`src/rtl/systolic_sequencer_pkg.sv`:
```
// Shared types and constants for the systolic array sequencer.
// The array geometry is fixed here; all other files import it.
package systolic_sequencer_pkg;

   localparam int N              = 4;
   localparam int ID_W           = 3;
   localparam int COMPUTE_CYCLES = 3 * N - 2;
   localparam int CC_W           = $clog2(COMPUTE_CYCLES);
   localparam int IDX_W          = 2;

   typedef enum logic [2:0] {
      ST_IDLE    = 3'd0,
      ST_LOAD    = 3'd1,
      ST_COMPUTE = 3'd2,
      ST_DRAIN   = 3'd3,
      ST_DONE    = 3'd4
   } state_t;

   // Lane i of beat k lands at position k+i, producing the diagonal skew.
   function automatic logic [ID_W-1:0] skew_pos(input logic [IDX_W-1:0] k,
                                                input int unsigned       lane);
      return ID_W'(k) + ID_W'(lane);
   endfunction

endpackage

```
`src/rtl/systolic_sequencer_skew_id_gen.sv`:
```
// Combinational skewed load-position generator for the A row and B column buffers.
// Positions are forced to zero whenever no beat is being loaded.
module skew_id_gen
   import systolic_sequencer_pkg::*;
(
   input  logic             en,
   input  logic [IDX_W-1:0] k,
   output logic [ID_W-1:0]  id_a [N],
   output logic [ID_W-1:0]  id_b [N]
);

   for (genvar gi = 0; gi < N; gi++) begin : g_lane
      assign id_a[gi] = en ? skew_pos(k, gi) : '0;
      assign id_b[gi] = en ? skew_pos(k, gi) : '0;
   end

endmodule

```
`src/rtl/systolic_sequencer.sv`:
```
// Job sequencer for the 4x4 systolic array: pulls N operand beats, runs the
// shift window, then drains N result rows under downstream backpressure.
module systolic_sequencer
   import systolic_sequencer_pkg::*;
(
   input  logic             clk,
   input  logic             rst,
   input  logic             start,
   output logic             busy,
   output logic             done,
   input  logic             src_valid,
   output logic             src_ready,
   output logic [IDX_W-1:0] src_idx,
   output logic             load,
   output logic             shift,
   output logic             output_sign,
   output logic [ID_W-1:0]  id_A_0,
   output logic [ID_W-1:0]  id_A_1,
   output logic [ID_W-1:0]  id_A_2,
   output logic [ID_W-1:0]  id_A_3,
   output logic [ID_W-1:0]  id_B_0,
   output logic [ID_W-1:0]  id_B_1,
   output logic [ID_W-1:0]  id_B_2,
   output logic [ID_W-1:0]  id_B_3,
   output logic             out_valid,
   input  logic             out_ready,
   output logic [IDX_W-1:0] out_idx
);

   state_t           state_reg, state_next;
   logic [IDX_W-1:0] k_reg, k_next;
   logic [CC_W-1:0]  cc_reg, cc_next;
   logic [IDX_W-1:0] r_reg, r_next;

   logic             in_load;
   logic             in_compute;
   logic             in_drain;
   logic [ID_W-1:0]  id_a [N];
   logic [ID_W-1:0]  id_b [N];

   always_ff @(posedge clk or posedge rst) begin
      if (rst) begin
         state_reg <= ST_IDLE;
         k_reg     <= '0;
         cc_reg    <= '0;
         r_reg     <= '0;
      end else begin
         state_reg <= state_next;
         k_reg     <= k_next;
         cc_reg    <= cc_next;
         r_reg     <= r_next;
      end
   end

   // Counters stop on their last value instead of wrapping; the next phase
   // entry clears them explicitly.
   always_comb begin
      state_next = state_reg;
      k_next     = k_reg;
      cc_next    = cc_reg;
      r_next     = r_reg;
      unique case (state_reg)
         ST_IDLE: begin
            if (start) begin
               state_next = ST_LOAD;
               k_next     = '0;
            end
         end
         ST_LOAD: begin
            if (src_valid) begin
               if (k_reg == IDX_W'(N - 1)) begin
                  state_next = ST_COMPUTE;
                  cc_next    = '0;
               end else begin
                  k_next = k_reg + IDX_W'(1);
               end
            end
         end
         ST_COMPUTE: begin
            if (cc_reg == CC_W'(COMPUTE_CYCLES - 1)) begin
               state_next = ST_DRAIN;
               r_next     = '0;
            end else begin
               cc_next = cc_reg + CC_W'(1);
            end
         end
         ST_DRAIN: begin
            if (out_ready) begin
               if (r_reg == IDX_W'(N - 1)) begin
                  state_next = ST_DONE;
               end else begin
                  r_next = r_reg + IDX_W'(1);
               end
            end
         end
         ST_DONE: begin
            state_next = ST_IDLE;
         end
         default: begin
            state_next = ST_IDLE;
         end
      endcase
   end

   assign in_load    = (state_reg == ST_LOAD);
   assign in_compute = (state_reg == ST_COMPUTE);
   assign in_drain   = (state_reg == ST_DRAIN);

   // Strobes qualify the handshake inputs by state, so at most one is high.
   always_comb begin
      busy        = in_load || in_compute || in_drain;
      done        = (state_reg == ST_DONE);
      src_ready   = in_load;
      src_idx     = in_load ? k_reg : '0;
      load        = in_load && src_valid;
      shift       = in_compute;
      output_sign = in_drain && out_ready;
      out_valid   = in_drain;
      out_idx     = in_drain ? r_reg : '0;
   end

   skew_id_gen u_skew (
      .en   (in_load),
      .k    (k_reg),
      .id_a (id_a),
      .id_b (id_b)
   );

   assign id_A_0 = id_a[0];
   assign id_A_1 = id_a[1];
   assign id_A_2 = id_a[2];
   assign id_A_3 = id_a[3];
   assign id_B_0 = id_b[0];
   assign id_B_1 = id_b[1];
   assign id_B_2 = id_b[2];
   assign id_B_3 = id_b[3];

endmodule
```
`config.mk`:
```
export PLATFORM = sky130hd
export DESIGN_NAME = systolic_sequencer
export DESIGN_NICKNAME = d
export VERILOG_FILES = /design/src/rtl/systolic_sequencer_pkg.sv /design/src/rtl/systolic_sequencer_skew_id_gen.sv /design/src/rtl/systolic_sequencer.sv
export SDC_FILE = /design/constraint.sdc
export NUM_CORES = 1
export LEC_CHECK = 0
export CELL_PAD_IN_SITES_DETAIL_PLACEMENT = 0
export CELL_PAD_IN_SITES_GLOBAL_PLACEMENT = 2
export CORE_UTILIZATION = 23
export CTS_BUF_LIST = sky130_fd_sc_hd__clkbuf_16
export CTS_CLUSTER_DIAMETER = 30
export DETAILED_ROUTE_END_ITERATION = 7
export HOLD_SLACK_MARGIN = 0.15
export PLACE_DENSITY_LB_ADDON = 0.1
export SLEW_MARGIN = 10
export SYNTH_ARGS = -nofsm -noshare
export SYNTH_HDL_FRONTEND = slang
export SYNTH_SLANG_ARGS = --single-unit
```
`constraint.sdc`:
```
create_clock -name clk -period 2.12 [get_ports clk]
set_clock_uncertainty 0.15 [all_clocks]
set_input_delay 0.53 -clock clk [delete_from_list [all_inputs] [get_ports clk]]
set_output_delay 0.53 -clock clk [all_outputs]
set_load 0.005 [all_outputs]
```
Yosys cells after proc, flatten, opt, wreduce, memory -nomap -nowiden
Index checks and enable logic that the tools add are counted.

word-level totals
  flip-flop bits (word level) = 11
  word-level logic and storage cells = 63
  input port bits = 5

operators by class
  add/sub/neg operators = 6
  multiplexer cells = 25
  equal/unequal tests = 16
  reduce and logical (&&, ||, !) cells = 12

operator list
  kind                                                                     number
  3-bit 2-to-1 mux                                                         9
  2-bit 2-to-1 mux                                                         9
  4-bit 2-to-1 mux                                                         3
  2-bit inequality test, second input constant                             6
  3-bit case mux with 4 select lines                                       1
  4-bit AND reduction                                                      3
  2-bit case mux with 2 select lines                                       2
  4-bit case mux with 2 select lines                                       1
  2-bit by 2-bit adder with 3-bit output, second input constant            2
  3-bit by 2-bit equality test with 1-bit output, second input constant    2
  2-bit by 1-bit inequality test with 1-bit output, second input constant  3
  6-bit AND reduction                                                      1
  2-bit nonzero test                                                       3
  2-bit by 1-bit adder with 2-bit output, second input constant            2
  4-bit by 1-bit adder with 4-bit output, second input constant            1
  2-bit equality test, second input constant                               2
  4-bit equality test, second input constant                               1
  2-bit by 1-bit adder with 3-bit output, second input constant            1
  3-bit by 1-bit equality test with 1-bit output, second input constant    1
  3-bit equality test, second input constant                               1
  3-bit zero test                                                          1
  1-bit logical AND                                                        2
  1-bit logical OR                                                         2

Depth between registers and ports, before layout
Gate-level depths: netlist of run 1.

  depth after elaboration = 4
  depth in mapped cells = 6

By module
A second synthesis of run 1 with hierarchy kept.

second synthesis, totals
  cells, all modules = 105
  area total of the unflattened synthesis = 983.4 um2

by module, submodules not included
  module              sequential area each (um2)  area each (um2)  cells an instance  instances
  systolic_sequencer  275.3                       765.7            76                 1
  skew_id_gen         0.0                         217.7            29                 1

Worst setup path after synthesis of run 1
OpenSTA, ideal clock, no wires.

  kind = register to output
  from = register state_reg[2]
  to = output id_A_2[0]
  stages on the path, launching flop included = 4
  path buffers = 1
  slack = 0.336 ns
  arrival = 1.104 ns
  data required time = 1.440 ns
  path through = dfrtp_1 -> nand3b_4 -> nor2_1 -> buf_4

between the ends
  cells in the longest elaborated chain, start to end = 2

RTL lines
  item                                            RTL line                              text
  start: declaration                              systolic_sequencer.sv:30              state_t state_reg, state_next;
  start signal: assignment                        systolic_sequencer.sv:48              state_reg <= state_next;
  3-bit by 1-bit equality test with 1-bit output  systolic_sequencer.sv:105             assign in_load = (state_reg == ST_LOAD);
  3-bit 2-to-1 mux                                systolic_sequencer_skew_id_gen.sv:13  assign id_a[gi] = en ? skew_pos(k, gi) : '0;
  end: declaration                                systolic_sequencer.sv:19              output logic [ID_W-1:0] id_A_2,

No other way between the ends.

Final worst setup path of run 1
  from = register state_reg[1]
  to = output id_A_2[1]

Same word-level chain as after synthesis.

==> out/metrics.yaml, run 1 <==
outcome:
  outcome: "finished, violations left"
  violations: "setup timing"
worst_setup_path:
  critPathLaunchType: "flip-flop"
  reg2regPathDepth: 6
  cp_max_fo: 7
  nature_of_the_critical_path_endpoint: "primary output"
  crit_required_ns: 1.44
  crit_arrival_ns: 1.60
  worstSetupPathType: "flip-flop to primary output"
detailed_routing:
  avgViaCountPerCell: 4.16
  wl_per_cell_um: 11.1
  detail_route.iter0.violations: 2
  remaining_number_of_nets_flagged_by_the_antenna_check_after_routing: 0
  count_of_vias_placed_by_the_detailed_router: 778
  remaining_drc_errors: 0
  route.final.wire_length_um: 2080
  dr.pass1.iters: 2
global_routing:
  globalRouteTotalUtil_pct: 11.3
  global_route_wire_length_before_repair_um: 3610
  first_global_vias: 771
  pin_count_of_the_biggest_net_entering_global_routing: 12
  overflow: 0
  grt_antenna_before_repair: 0
clocking:
  cts_htree_levels: 1
  clk_pin_slew_ns: 0.04
  clk_latency_ns: 0.24
  clock_tree_from_tritoncts: "built"
  ctsHoldBuffers: 0
  clock-sinks: 11
  numCtsBuffers: 3
  clock_tree.buffer_depth: 2
  cts_root_buf: "clkbuf_16"
layout:
  post_route_cells_drive_above_1_share_pct: 34.5
  area_growth_syn_to_layout_pct: 62.5
  final-instance-count-excl-fill: 187
  diode_insertion_count_for_antenna_repair: 0
  number_of_flip_flops_in_the_largest_register: 4
  layout.nets: 150
sta:
  timing.final.max_slew_violations: 0
  finalSetupViolCount: 10
  fin_setup_tns_ns: -0.976
  worst_slack_ns: -0.158
  grt_setup_unrepaired: "true"
  timing.final.crit_share_pct: 107
  final_hold_viol_count: 0
  period_needed_ns: 2.28
  maxClockFrequency_ghz: 0.439
synthesis:
  post-synth-top-count-cell: "buf_4"
  syn_area_per_cell_um2: 9.42
  synthDistinctLibCells: 34
  dominantRegCellSynth: "dfrtp_1"
  syn-instance-count: 97
  ys_seq_elements: 11
  post_synth_main_area_contributors: "dfrtp_1 30%, buf_4 15%, ha_1 6.8%"
  post-synth-top-area-cell: "dfrtp_1"
  synthTopCellsByCount: "18 x buf_4, 11 x dfrtp_1, 11 x nor2_1"
  synth_top_area_share_pct: 30.1
  ys_async_sr_fraction_pct: 100
  edff_count_synth: 0
  mappedNetlistArea_um2: 913
  synthesis.yosys.warnings: 0
  synth.yosys.seq_area_share_pct: 30.1
die:
  num_io_pins: 40
  dieWidth_um: 65.0
  initial_utilization_pct: 24.4
  die_h_um: 65.0
  die-area_mm2: 0.00423
  rows: 22
  core_area_mm2: 0.00374
worst_hold_path:
  worst_hold_path_type: "flip-flop to flip-flop"
  min_path_cells: 1
placed_design:
  number_of_placed_cells_counting_well_taps: 177
  gp_congestion: 0.738
  dpl_worst_slack_ns: -0.185
  hpwlAfterDp_um: 1590
  io_buffers: 37
power:
  worst_ir_drop_vdd_mv: 0.418
  power_leakage_nw: 0.895
  powerDensity_mw_per_mm2: 1510
run:
  max_cap_violations: 0
==> cell families after synthesis <==
group,after synthesis,share of synthesized area [%]
adders and majority gates,5,6.85
muxes,2,3.29
AOI/OAI and AO/OA,15,14.5
buffers and inverters,26,19.2
other,1,0.411
and+or+nand+nor,37,25.6
DFF,11,30.1
==> timing repair <==
action | in CTS | in global routing
gates cloned | 0 | 0
resized for setup | 26 | 23
endpoints found under the setup margin | 33 | 20
setup buffers | 4 | 2
==> stage by stage <==
stage	util, %	hold slack, ns	total power [mW]	area [um2]
6_report	39.6	0.344	2.24	1480
5_1_grt	39.6	0.370	2.43	1480
4_1_cts	38.0	0.353	2.27	1420
3_5_place_dp	34.7	0.348	1.87	1300
3_3_place_gp	34.7	0.330	1.87	1300
2_1_floorplan	-	0.232	1.25	917
==> per-layer routing <==
| metal | track usage (%) | vias up | routed length (um) |
|---|---|---|---|
| li1 | - | 389 | - |
| met1 | 13.6 | 363 | 942 |
| met2 | 18.4 | 24 | 989 |
| met3 | 2.46 | 2 | 118 |
| met4 | 6.52 | 0 | 33 |
| met5 | 0 | - | 0 |
==> critical path: stages, from the launching register on <==
cell             delay, ns
dfrtp_1               0.41
inv_2                 0.09
nand3b_4              0.16
nor2_1                0.17
clkdlybuf4s50_1       0.52
==> worst paths after layout <==
kind	start	end	slack (ns)
max	state_reg[1]	id_A_2[1]	-0.16
min	r_reg[0]	r_reg[0]	0.34
max reg2reg	k_reg[0]	state_reg[0]	0.24
min reg2reg	r_reg[0]	r_reg[0]	0.34
max in group asynchronous	rst	state_reg[0]	1.03
min in group asynchronous	rst	cc_reg[3]	0.45
==> cell usage in the layout, fill, tap and decap left out, types with 4 or more instances in the layout <==
master,n
dfrtp_1,10
dlymetal6s2s_1,15
ha_1,4
inv_1,4
and2_1,5
dlygate4sd2_1,10
clkdlybuf4s50_1,8
buf_4,18
nor2_1,6
nand2_1,4
==> final cells by class <==
class / count / area [um2]
Multi-Input combinational cell: 61 / 508
Timing Repair Buffer: 56 / 532
Clock buffer: 3 / 75.1
Tap cell: 48 / 60.1
Clock inverter: 1 / 3.75
Inverter: 7 / 28.8
Fill cell: 395 / 2260
Sequential cell: 11 / 277
==> power breakdown <==
part	internal (mW)	total, mW	switching, mW
Combinational	0.908	1.51	0.604
Clock	0.248	0.344	0.0964
Sequential	0.299	0.383	0.0842
Total	1.46	2.24	0.784
Power figures use the tool's default switching activity.
==> run 2, diff against run 1 <==
CORE_UTILIZATION = 25   (was 23)
clock period = 2.65 ns   (was 2.12 ns; I/O delays follow)
==> out/metrics.yaml, run 2 (synthesis results as in run 1) <==
outcome:
  outcome: "finished clean"
worst_setup_path:
  regToRegStartpoint: "k_reg[0]"
  reg2reg_to: "state_reg[0]"
  critPathLaunchType: "flip-flop"
  cp_max_fo: 7  # unchanged
  nature_of_the_critical_path_endpoint: "primary output"
  reg2regPathDepth: 5  # -1
  worstSetupPathType: "flip-flop to primary output"
  reg2reg_slack_ns: 0.84  # +0.60 ns
  crit_required_ns: 1.84  # +0.40 ns
  crit_arrival_ns: 1.77  # +0.17 ns
layout:
  fin_area_mm2: 0.00131  # -11%
  mostFrequentLayoutCells: "36 x clkdlybuf4s50_1, 10 x nor2_1, 10 x dfrtp_1, 6 x inv_1"
  area_growth_syn_to_layout_pct: 43.8
  mostFrequentLayoutCell: "clkdlybuf4s50_1"
  post_route_cells_drive_above_1_share_pct: 18.5  # -16 points
  layout.nets: 135  # -10%
  diode_insertion_count_for_antenna_repair: 0  # unchanged
  number_of_flip_flops_in_the_largest_register: 4  # unchanged
  fillerInstances: 352  # -11%
worst_hold_path:
  hold_path_sink: "r_reg[0]"
  hold_path_startpoint: "r_reg[0]"
  min_path_cells: 1  # unchanged
  worst_hold_path_type: "flip-flop to flip-flop"
sta:
  final_hold_viol_count: 0  # unchanged
  fin_setup_tns_ns: 0  # +0.976 ns
  finalSetupViolCount: 0  # -10
  maxClockFrequency_ghz: 0.387
  grt_setup_unrepaired: "true"
  timing.final.crit_share_pct: 97.6
  period_needed_ns: 2.59
  timing.final.max_slew_violations: 0  # unchanged
die:
  initial_utilization_pct: 26.7  # +2.3 points
  core_area_mm2: 0.00342  # -8.8%
  rows: 21  # -4.5%
  num_io_pins: 40  # unchanged
  die-area_mm2: 0.00390  # -7.7%
  die_h_um: 62.4  # -4.0%
  dieWidth_um: 62.4  # -4.0%
power:
  powerDensity_mw_per_mm2: 1290  # -14%
  part_of_the_total_power_dissipated_in_combinational_logic_pct: 65.3  # -2.2 points
  power_report.internal_total_mw: 1.13  # -22%
  seqPwrFrac_pct: 18.7  # +1.6 points
  power_leakage_nw: 0.593  # -34%
  worst_ir_drop_vdd_mv: 0.598  # +43%
  p_switching_uw: 572  # -27%
  netSwitchingFraction_pct: 33.7  # -1.4 points
  pwr-share-clk_pct: 16.1  # +0.7 points
clocking:
  numCtsBuffers: 3  # unchanged
  post_cts_repair_setup_buffers: 0  # -4
  clock-sinks: 11  # unchanged
  clock_tree_from_tritoncts: "built"
  clk_latency_ns: 0.24  # about the same
  cts_htree_levels: 1  # unchanged
  cts_root_buf: "clkbuf_16"
  clock_tree.buffer_depth: 2  # unchanged
  clk_pin_slew_ns: 0.04  # about the same
global_routing:
  first_global_vias: 714  # -7.4%
  global_route_wire_length_before_repair_um: 3390  # -6.1%
  globalRouteTotalUtil_pct: 11.2  # -0.11 points
  grt_antenna_before_repair: 0  # unchanged
  overflow: 0  # unchanged
  pin_count_of_the_biggest_net_entering_global_routing: 12  # unchanged
detailed_routing:
  route.final.wire_length_um: 1970  # -5.5%
  met1Wirelength_um: 932  # -1.1%
  count_of_vias_placed_by_the_detailed_router: 732  # -5.9%
  remaining_drc_errors: 0  # unchanged
  remaining_number_of_nets_flagged_by_the_antenna_check_after_routing: 0  # unchanged
  wl_met3_um: 113  # -4.2%
  detail_route.iter0.violations: 16  # +14
  dr.pass1.iters: 2  # unchanged
  wl_met2_um: 910  # -8.0%
  avgViaCountPerCell: 4.31  # +3.5%
  wl_per_cell_um: 11.6  # +3.9%
  highest-signal-layer: "met4"
placed_design:
  gp_congestion: 0.686  # -7.0%
  io_buffers: 37  # unchanged
  hpwlAfterDp_um: 1530  # -3.8%
  placed_cell_area_mm2: 0.00123  # -5.4%
run:
  max_cap_violations: 0  # unchanged
==> run 2: layout make-up <==
| cell class | instances | area (um2) | share of cell area (%) |
|---|---|---|---|
| well taps | 46 | 57.6 | 4.38 |
| repair buffers | 41 | 403 | 30.7 |
| clock buffers | 3 | 75.1 | 5.71 |
| inverters | 7 | 28.8 | 2.19 |
| clock inverters | 1 | 3.75 | 0.286 |
| flip-flops and latches | 11 | 277 | 21.0 |
| multi-input cells | 61 | 469 | 35.7 |
==> run 2: critical path: stages (launching register included) <==
cell and delay (ns):
dfrtp_1 0.45, nand3b_4 0.25, nor2_1 0.28, clkdlybuf4s50_1 0.56
==> run 2: what timing repair did <==
item                                    in CTS  in global routing
endpoints found under the setup margin       0                 15
hold buffers                                 0                  0
gates resized for setup                      0                  3
==> run 2: power groups by stage <==
stage	clock network, mW	registers (mW)	logic (mW)
after floorplan	0	0.299	0.697
after global placement	0	0.321	1.12
after detailed placement	0	0.318	1.11
after CTS	0.278	0.317	1.12
after global routing	0.288	0.332	1.22
final	0.273	0.317	1.11
==> run 2: metal layers <==
metal | up-vias | track usage (%)
li1 | 356 | -
met1 | 353 | 14.8
met2 | 21 | 16.6
met3 | 2 | 4.38
met4 | 0 | 3.49
met5 | - | 0
==> run 2: worst max path at each step <==
stage,startpoint,slack (ns),end
CTS,state_reg[0],0.03,id_A_2[0]
detailed placement,src_valid,0.05,load
global placement,src_valid,0.04,load
global route,state_reg[2],-0.02,id_B_1[0]
floorplan,state_reg[2],0.73,id_A_2[0]
finish,state_reg[2],0.06,id_B_3[0]
==> run 2: per-stage QoR <==
step / instances / setup slack [ns] / hold WS [ns] / utilization [%] / total power [mW]
2_1_floorplan: 98 / 0.733 / 0.310 / - / 0.996
3_3_place_gp: 166 / 0.0389 / 0.342 / 36.0 / 1.44
3_5_place_dp: 166 / 0.0486 / 0.351 / 36.0 / 1.43
4_1_cts: 170 / 0.0324 / 0.358 / 38.3 / 1.72
5_1_grt: 170 / -0.0240 / 0.378 / 38.5 / 1.84
6_report: 170 / 0.0636 / 0.351 / 38.5 / 1.70
